File: src/rtl/pid_sched.sv
// pid_sched - configuration loader and sample scheduler for the pid block.
//
// A serial frame of 4*BITS+DIV_BITS bits (MSB first: sp, kp, ki, kd, rate) is shifted
// in on cfg_data while cfg_en is high. A frame of the correct length is committed when
// cfg_en drops. After a commit, pid_rst is held for two cycles and then periodic pv_stb
// pulses are issued every rate+1 cycles, each capturing pv_raw into pv.
//
// Optional feature: define PID_SCHED_EXTTRIG_EN to add ext_trig. With rate==0 each
// synchronized rising edge of ext_trig then produces one strobe.
//
// Ports:
//   clk, rst_n        clock, asynchronous active-low reset
//   cfg_en, cfg_data  serial configuration stream
//   pv_raw            unregistered process value from the pads
//   ext_trig          external sample trigger (PID_SCHED_EXTTRIG_EN only)
//   pid_rst           active-high reset to pid
//   pv_stb, pv        sample strobe and the value captured with it
//   sp, kp, ki, kd    committed configuration
//   running           scheduler is issuing strobes
//   cfg_err           sticky frame-length error
module pid_sched #(
   parameter int unsigned BITS     = 4,
   parameter int unsigned DIV_BITS = 8
) (
   input  logic            clk,
   input  logic            rst_n,
   input  logic            cfg_en,
   input  logic            cfg_data,
   input  logic [BITS-1:0] pv_raw,
`ifdef PID_SCHED_EXTTRIG_EN
   input  logic            ext_trig,
`endif
   output logic            pid_rst,
   output logic            pv_stb,
   output logic [BITS-1:0] pv,
   output logic [BITS-1:0] sp,
   output logic [BITS-1:0] kp,
   output logic [BITS-1:0] ki,
   output logic [BITS-1:0] kd,
   output logic            running,
   output logic            cfg_err
);

   localparam int unsigned N     = 4 * BITS + DIV_BITS;
   localparam int unsigned CNT_W = $clog2(N + 2);

   localparam logic [CNT_W-1:0]    CntFull = CNT_W'(N);
   localparam logic [CNT_W-1:0]    CntSat  = CNT_W'(N + 1);
   localparam logic [CNT_W-1:0]    CntOne  = CNT_W'(1);
   localparam logic [DIV_BITS-1:0] DivOne  = DIV_BITS'(1);

   typedef enum logic [1:0] {StUncfg, StLoad, StArm, StRun} state_e;

   state_e              state_q, state_d;
   logic                from_run_q, from_run_d;
   logic                arm_q, arm_d;
   logic [N-1:0]        sr_q, sr_d;
   logic [CNT_W-1:0]    cnt_q, cnt_d;
   logic [DIV_BITS-1:0] div_q, div_d;
   logic [DIV_BITS-1:0] rate_q, rate_d;
   logic [BITS-1:0]     sp_q, sp_d, kp_q, kp_d, ki_q, ki_d, kd_q, kd_d;
   logic [BITS-1:0]     pv_q, pv_d;
   logic                pv_stb_q, pv_stb_d;
   logic                cfg_err_q, cfg_err_d;
   logic                strobing;

`ifdef PID_SCHED_EXTTRIG_EN
   // [0],[1] synchronizer, [2] previous synchronized value for edge detection
   logic [2:0] trig_q;
   logic       trig_rise;

   always_ff @(posedge clk or negedge rst_n) begin
      if (!rst_n) begin
         trig_q <= '0;
      end else begin
         trig_q <= {trig_q[1:0], ext_trig};
      end
   end

   assign trig_rise = trig_q[1] & ~trig_q[2];
`endif

   // The old configuration keeps strobing while a new frame is loaded from RUN.
   assign strobing = (state_q == StRun) || ((state_q == StLoad) && from_run_q);

   always_comb begin
      state_d    = state_q;
      from_run_d = from_run_q;
      arm_d      = arm_q;
      sr_d       = sr_q;
      cnt_d      = cnt_q;
      div_d      = div_q;
      rate_d     = rate_q;
      sp_d       = sp_q;
      kp_d       = kp_q;
      ki_d       = ki_q;
      kd_d       = kd_q;
      cfg_err_d  = cfg_err_q;
      pv_stb_d   = 1'b0;

      // Sample divider; runs ahead of the FSM so a commit on a zero count still strobes.
      if (strobing) begin
`ifdef PID_SCHED_EXTTRIG_EN
         if (rate_q == '0) begin
            pv_stb_d = trig_rise;
         end else
`endif
         if (div_q == '0) begin
            pv_stb_d = 1'b1;
            div_d    = rate_q;
         end else begin
            div_d = div_q - DivOne;
         end
      end

      // Shift in config bits everywhere except ARM; counter saturates at N+1.
      if (cfg_en && (state_q != StArm)) begin
         sr_d  = {sr_q[N-2:0], cfg_data};
         cnt_d = (cnt_q == CntSat) ? cnt_q : cnt_q + CntOne;
      end

      unique case (state_q)
         StUncfg: begin
            if (cfg_en) begin
               state_d    = StLoad;
               from_run_d = 1'b0;
            end
         end
         StLoad: begin
            if (!cfg_en) begin
               cnt_d = '0;
               if (cnt_q == CntFull) begin
                  sp_d      = sr_q[N-1 -: BITS];
                  kp_d      = sr_q[N-BITS-1 -: BITS];
                  ki_d      = sr_q[N-2*BITS-1 -: BITS];
                  kd_d      = sr_q[N-3*BITS-1 -: BITS];
                  rate_d    = sr_q[DIV_BITS-1:0];
                  cfg_err_d = 1'b0;
                  arm_d     = 1'b0;
                  state_d   = StArm;
               end else begin
                  cfg_err_d = 1'b1;
                  state_d   = from_run_q ? StRun : StUncfg;
               end
            end
         end
         StArm: begin
            div_d = rate_q;
            if (arm_q) begin
               state_d = StRun;
            end else begin
               arm_d = 1'b1;
            end
         end
         StRun: begin
            if (cfg_en) begin
               state_d    = StLoad;
               from_run_d = 1'b1;
            end
         end
         default: state_d = StUncfg;
      endcase

      pv_d = pv_stb_d ? pv_raw : pv_q;
   end

   always_ff @(posedge clk or negedge rst_n) begin
      if (!rst_n) begin
         state_q    <= StUncfg;
         from_run_q <= 1'b0;
         arm_q      <= 1'b0;
         sr_q       <= '0;
         cnt_q      <= '0;
         div_q      <= '0;
         rate_q     <= '0;
         sp_q       <= '0;
         kp_q       <= '0;
         ki_q       <= '0;
         kd_q       <= '0;
         pv_q       <= '0;
         pv_stb_q   <= 1'b0;
         cfg_err_q  <= 1'b0;
      end else begin
         state_q    <= state_d;
         from_run_q <= from_run_d;
         arm_q      <= arm_d;
         sr_q       <= sr_d;
         cnt_q      <= cnt_d;
         div_q      <= div_d;
         rate_q     <= rate_d;
         sp_q       <= sp_d;
         kp_q       <= kp_d;
         ki_q       <= ki_d;
         kd_q       <= kd_d;
         pv_q       <= pv_d;
         pv_stb_q   <= pv_stb_d;
         cfg_err_q  <= cfg_err_d;
      end
   end

   assign pid_rst = ~strobing;
   assign running = strobing;
   assign pv_stb  = pv_stb_q;
   assign pv      = pv_q;
   assign sp      = sp_q;
   assign kp      = kp_q;
   assign ki      = ki_q;
   assign kd      = kd_q;
   assign cfg_err = cfg_err_q;

endmodule

File: config.mk
export PLATFORM = sky130hd
export DESIGN_NAME = pid_sched
export DESIGN_NICKNAME = d
export VERILOG_FILES = /design/src/rtl/pid_sched.sv
export SDC_FILE = /design/constraint.sdc
export NUM_CORES = 1
export LEC_CHECK = 0
export CORE_ASPECT_RATIO = 0.7
export CORE_MARGIN = 2
export CORE_UTILIZATION = 39
export CTS_CLUSTER_DIAMETER = 40
export DETAILED_ROUTE_END_ITERATION = 16
export HOLD_SLACK_MARGIN = 0.08
export MAX_ROUTING_LAYER = met4
export SETUP_SLACK_MARGIN = 0.5
export SKIP_CTS_REPAIR_TIMING = 1
export SYNTH_ARGS = -nofsm -noshare
export SYNTH_HDL_FRONTEND = slang
export SYNTH_SLANG_ARGS = --single-unit
File: constraint.sdc
create_clock -name clk -period 5.5 [get_ports clk]
set_clock_uncertainty 0.15 [all_clocks]
set_input_delay 0.55 -clock clk [delete_from_list [all_inputs] [get_ports clk]]
set_output_delay 0.55 -clock clk [all_outputs]
set_load 0.02 [all_outputs]
==> impl_metrics.tcl, run 1 <==
set metrics [dict create \
    post-route-util_pct 48.4 \
    worst_slew_pin_slew_ps 894 \
    min_period_over_period_pct 51.2 \
    vias 1910 \
    final_max_slew_viol_count 0 \
    ys_seq_area_share_pct 57.6 \
    die_area_um2 8650 \
    drc 0 \
    max_freq_ghz 0.355 \
    ys_ff_latch 71 \
    start_util_pct 39.7 \
    num-fill-cells 714 \
    powerDensity_nw_per_um2 369 \
    crit_path_end_kind "primary output" \
    fin_area_um2 3760 \
    path_max_fanout 9 \
    die_w_um 110 \
    pwr-share-seq_pct 49.4 \
    required_ps 4800 \
    power_frac_comb_pct 12.7 \
    cts_tree "done" \
    viasPerCell 5.13 \
    fp.dieH_um 78.4 \
    ys.flop_type "dfrtp_1" \
    power_frac_clock_pct 37.9 \
    insertion_delay_ps 330 \
    track_usage_pct 14.4 \
    dpl_cell_area_um2 3490 \
    io_pins 32 \
    synth.top_cells.by_area "dfrtp_1 (58%), mux2_2 (19%), ha_1 (3.6%)" \
    drive_gt1_share_pct 28.8 \
    grt_pass1_vias 1936 \
    ant_nets 0 \
    ir_drop_mv 0.172 \
    p_int_mw 1.02 \
    numCtsBuffers 9 \
    gp_congestion 0.876 \
    hold_class "in -> async" \
    clock_sinks 71 \
    status "completed" \
    fin_nets 283 \
    synth_area_leader_cell "dfrtp_1" \
    cts_buffer_depth 2 \
    start_kind "flop" \
    r2r_slack_ps 3260 \
    area_growth_syn_to_layout_pct 22.0 \
    grt_first_pass_wirelength_um 9200 \
    yosysUniqueCellTypes 43 \
    synth_cells 230 \
    syn-cell-area_um2 3090 \
    min_period_ps 2820 \
    wl_per_cell_um 14.2 \
    p_switching_uw 368 \
    async_flop_share_pct 100 \
    synth_edf_count 0 \
    core_um2 7770 \
    cp_data_arrival_time_ps 2120 \
    rows 27 \
    drt_wl_total_um 5290 \
    hold_viol_final 0 \
    dr.pass1.iters 4 \
    rsz0062_at_grt "no" \
    setup_slack_ps 2680 \
    place_ws_ps 2920 \
    final-setup-viol-count 0 \
    ys_warn_count 0 \
    ff2ff_path_depth 5 \
    antenna_found_initial 0 \
    syn_nets 247 \
    clk_pin_slew_ps 60 \
    h-tree-depth 3 \
    port_buffers 31 \
    dp_hpwl_um 3430 \
    r2r-start "state_q[1]$_DFFE_PN0P_" \
    slew_headroom_pct 40.4 \
    syn_avg_cell_area_um2 13.4 \
    antennaDiodeCount 0 \
    crit_type "reg -> out" \
    drt_iter0_markers 109 \
    worstReg2RegEnd "sp[0]$_DFFE_PN0P_" \
    grt_max_degree 72 \
    maxCapViolCount 0 \
    grt-ovfl-total 0 \
    synth_top_area_share_pct 57.6 \
    cts-root-buf "clkbuf_16" \
    p_sw_share_pct 26.5 \
    p_leak_nw 1.74 \
    setup_tns_ps 0 \
]
-- critical path, cell delays in order, from the launching register on --
cell and delay [ps]:
dfrtp_1 400, inv_1 80, ha_1 280, a21o_1 340
inv_1 130, clkdlybuf4s50_1 560
-- power groups by stage --
stage	clock [mW]	sequential [mW]	combinational [mW]
floorplan	0	0.670	0.138
global placement	0	0.694	0.174
detailed placement	0	0.695	0.179
CTS	0.547	0.687	0.180
global route	0.573	0.701	0.201
finish	0.527	0.686	0.176
-- metal layers --
| layer | up-vias | GRT usage, % | share of wire [%] |
|---|---|---|---|
| li1 | 895 | - | - |
| met1 | 961 | 19.6 | 51 |
| met2 | 43 | 19.3 | 43 |
| met3 | 11 | 4.98 | 4.5 |
| met4 | 0 | 6.38 | 1.6 |
| met5 | - | - | 0 |
-- through the flow --
stage	std cells	power (mW)	hold WS [ps]
final	372	1.39	285
after global routing	372	1.47	372
after CTS	372	1.41	317
after floorplan	230	0.809	104
after detailed placement	356	0.874	344
after global placement	356	0.867	329
-- final cells by class --
cell class                      instances  area, um2  share of cell area, %
Clock buffer                           10        229                   6.08
Clock inverter                          6       47.5                   1.26
Inverter                               14       52.6                   1.40
Multi-Input combinational cell        137       1210                   32.2
Sequential cell                        71       1780                   47.2
Tap cell                              101        126                   3.36
Timing Repair Buffer                   33        320                   8.51
-- layout by cell type (no fill, tap or decap), drive strengths merged, types with 4 or more instances in the layout --
master / n
dfrtp: 71
mux2: 53
clkdlybuf4s50: 30
inv: 14
nor2: 12
clkbuf: 10
ha: 9
a21oi: 7
o21ai: 7
nand2: 6
clkinv: 5
nand4: 4
mux2i: 4
-- synthesized netlist by cell type (3+ instances only) --
library cell  instances
nand2_1               5
nor3_1                3
nand4_1               4
mux2i_1               4
buf_2                 5
dfrtp_1              71
mux2_2               52
nor2_1               10
a21oi_1               7
ha_1                  9
inv_1                14
buf_4                 3
o21ai_0               7
-- logic make-up after synthesis --
| group | Yosys count | synth area share [%] |
|---|---|---|
| flops | 71 | 57.6 |
| compound gates | 31 | 7.02 |
| xor+xnor | 3 | 0.852 |
| buf+inv | 22 | 3.24 |
| fa+ha+maj | 9 | 3.65 |
| simple gates | 37 | 7.02 |
| mux | 57 | 20.6 |
-- how the worst max path moves through the flow --
stage	slack, ps	start	cells past startpoint	endpoint
3_3_place_gp	2960	cfg_en	6	cnt_q[1]$_DFF_PN0_
5_1_grt	2530	state_q[1]$_DFFE_PN0P_	5	pid_rst
4_1_cts	2660	state_q[1]$_DFFE_PN0P_	5	pid_rst
6_report	2680	state_q[1]$_DFFE_PN0P_	5	pid_rst
3_5_place_dp	2920	cfg_en	6	cnt_q[1]$_DFF_PN0_
2_1_floorplan	3510	state_q[1]$_DFFE_PN0P_	7	div_q[7]$_DFFE_PN0P_
-- registers in the layout, summed over array words and instances (netlist names), 2 cells and up --
| name | count |
|---|---|
| rate_q | 8 |
| kd | 4 |
| sp | 4 |
| div_q | 8 |
| cnt_q | 5 |
| ki | 4 |
| pv | 4 |
| kp | 4 |
| sr_q | 24 |
| state_q | 2 |
(Power assumes the default switching activity.)
==> run 2, diff against run 1 <==
Clock period 5.5 ns to 2.6 ns, I/O delays scaled along.
==> run 2 against run 1 <==
Global-route usage barely moved. Core utilization increased by 1.3 points. Critical path depth unchanged. Routed wire length up 2.8%. Non-clock buffer count rose by 3. Count of clock-buffer cells in the layout unchanged. Sequential cell count is the same. Clock power grew 130%. Sequential power up 110%. Sequential share of layout area fell by 1.2 points. Worst setup slack worse by 2100 ps. First-iteration DRC count shrank 30%. Largest power group unchanged.
==> impl_metrics.tcl, run 2 (synthesis gave the netlist of run 1 again) <==
set metrics [dict create \
    status "completed" \
    wl_per_cell_um 14.5 \
    core_um2 7770 \
    cts-root-buf "clkbuf_16" \
    drive_gt1_share_pct 31.1 \
    placed_cells 358 \
    die_w_um 110 \
    largest_reg_flops 24 \
    cts_buffer_depth 2 \
    start_util_pct 39.7 \
    gp_congestion 0.840 \
    cp_common_cell "inv_1" \
    crit_path_end_kind "primary output" \
    setup_tns_ps 0 \
    powerDensity_nw_per_um2 787 \
    cts_tree "done" \
    io_pins 32 \
    layout_common_cells "dfrtp_1 (71), mux2_2 (52), clkdlybuf4s50_1 (28)" \
    start_kind "flop" \
    drt_iter0_markers 76 \
    rows 27 \
    post-route-util_pct 49.7 \
    place_ws_ps 373 \
    grt_pass1_vias 1931 \
    crit_type "reg -> out" \
    slew_headroom_pct 67.2 \
    critPathMaxStageDelay_ps 390 \
    track_usage_pct 14.3 \
    cp_cell_sequence "inv_1, ha_2, a21o_4, inv_1, dlymetal6s2s_1" \
    antennaDiodeCount 0 \
    final_max_slew_viol_count 0 \
    drt_wl_total_um 5430 \
    ant_nets 0 \
    path_max_fanout 9 \
    setup_slack_ps 578 \
    critPathSlowestCell "dfrtp_1" \
    antenna_found_initial 0 \
    p_leak_nw 1.78 \
    required_ps 2190 \
    vias 1862 \
    grt-ovfl-total 0 \
    maxCapViolCount 0 \
    max_freq_ghz 0.494 \
    area_growth_syn_to_layout_pct 25.1 \
    grt_first_pass_wirelength_um 9280 \
    viasPerCell 4.98 \
    final-setup-viol-count 0 \
    clk_pin_slew_ps 60 \
    ir_drop_mv 0.409 \
    hold_class "in -> async" \
    largest_register "sr_q" \
    fin_nets 286 \
    port_buffers 31 \
    drc 0 \
    dpl_cell_area_um2 3530 \
    final_common_cell "dfrtp_1" \
    numCtsBuffers 9 \
    hold_viol_final 0 \
    dp_hpwl_um 3570 \
    grt_max_degree 35 \
    die_area_um2 8650 \
    min_period_over_period_pct 77.8 \
    rsz0062_at_grt "yes" \
    h-tree-depth 3 \
    final_cells 374 \
    clock_sinks 71 \
    fin_area_um2 3860 \
    cp_data_arrival_time_ps 1610 \
    dr.pass1.iters 4 \
    worst_slew_pin_slew_ps 489 \
    largestRegisters "sr_q (24), div_q (8), rate_q (8)" \
    insertion_delay_ps 330 \
    min_period_ps 2020 \
    fp.dieH_um 78.4 \
]
[run 2: report_power, final]
part           switching [mW]  total, mW  internal [mW]
logic                   0.166      0.383          0.217
clock network           0.444       1.21          0.762
registers               0.149       1.45           1.30
[run 2: area by class of cell]
| cell class | instances | area (um2) |
|---|---|---|
| Clock buffer | 10 | 239 |
| Clock inverter | 5 | 58.8 |
| Fill cell | 697 | 3910 |
| Inverter | 14 | 52.6 |
| Multi-Input combinational cell | 137 | 1230 |
| Sequential cell | 71 | 1780 |
| Tap cell | 101 | 126 |
| Timing Repair Buffer | 36 | 375 |
[run 2: final timing paths]
check / from / endpoint / slack, ps / depth (start not counted)
setup / recovery: state_q[1]$_DFFE_PN0P_ / pid_rst / 580 / 5
hold / removal: rst_n / ki[0]$_DFFE_PN0P_ / 250 / 2
setup reg to reg: state_q[1]$_DFFE_PN0P_ / div_q[4]$_DFFE_PN0P_ / 600 / 6
hold reg to reg: cfg_err$_DFFE_PN0P_ / cfg_err$_DFFE_PN0P_ / 350 / 2
max in group asynchronous: rst_n / div_q[4]$_DFFE_PN0P_ / 1270 / 3
min in group clk: cfg_err$_DFFE_PN0P_ / cfg_err$_DFFE_PN0P_ / 350 / 2
[run 2: per-layer routing]
layer,vias up,GRT usage [%],wire (um)
li1,900,-,-
met1,921,20.4,2900
met2,32,19.0,2240
met3,9,4.90,236
met4,0,4.88,57
met5,-,-,0
[run 2: worst max-delay path: cells and delay by family, from the launching register on]
family / cells / cell delay, ps
buffers and inverters: 3 / 420
adder cells (fa/ha/maj): 1 / 220
AO/OA/AOI/OAI: 1 / 250
flip-flops: 1 / 390
[run 2: through the flow]
| step | power (mW) | hold slack (ps) |
|---|---|---|
| after floorplan | 1.71 | -186 |
| after global placement | 1.83 | 66.8 |
| after detailed placement | 1.85 | 73.5 |
| after CTS | 3.08 | -281 |
| after global routing | 3.21 | 297 |
| final | 3.04 | 246 |
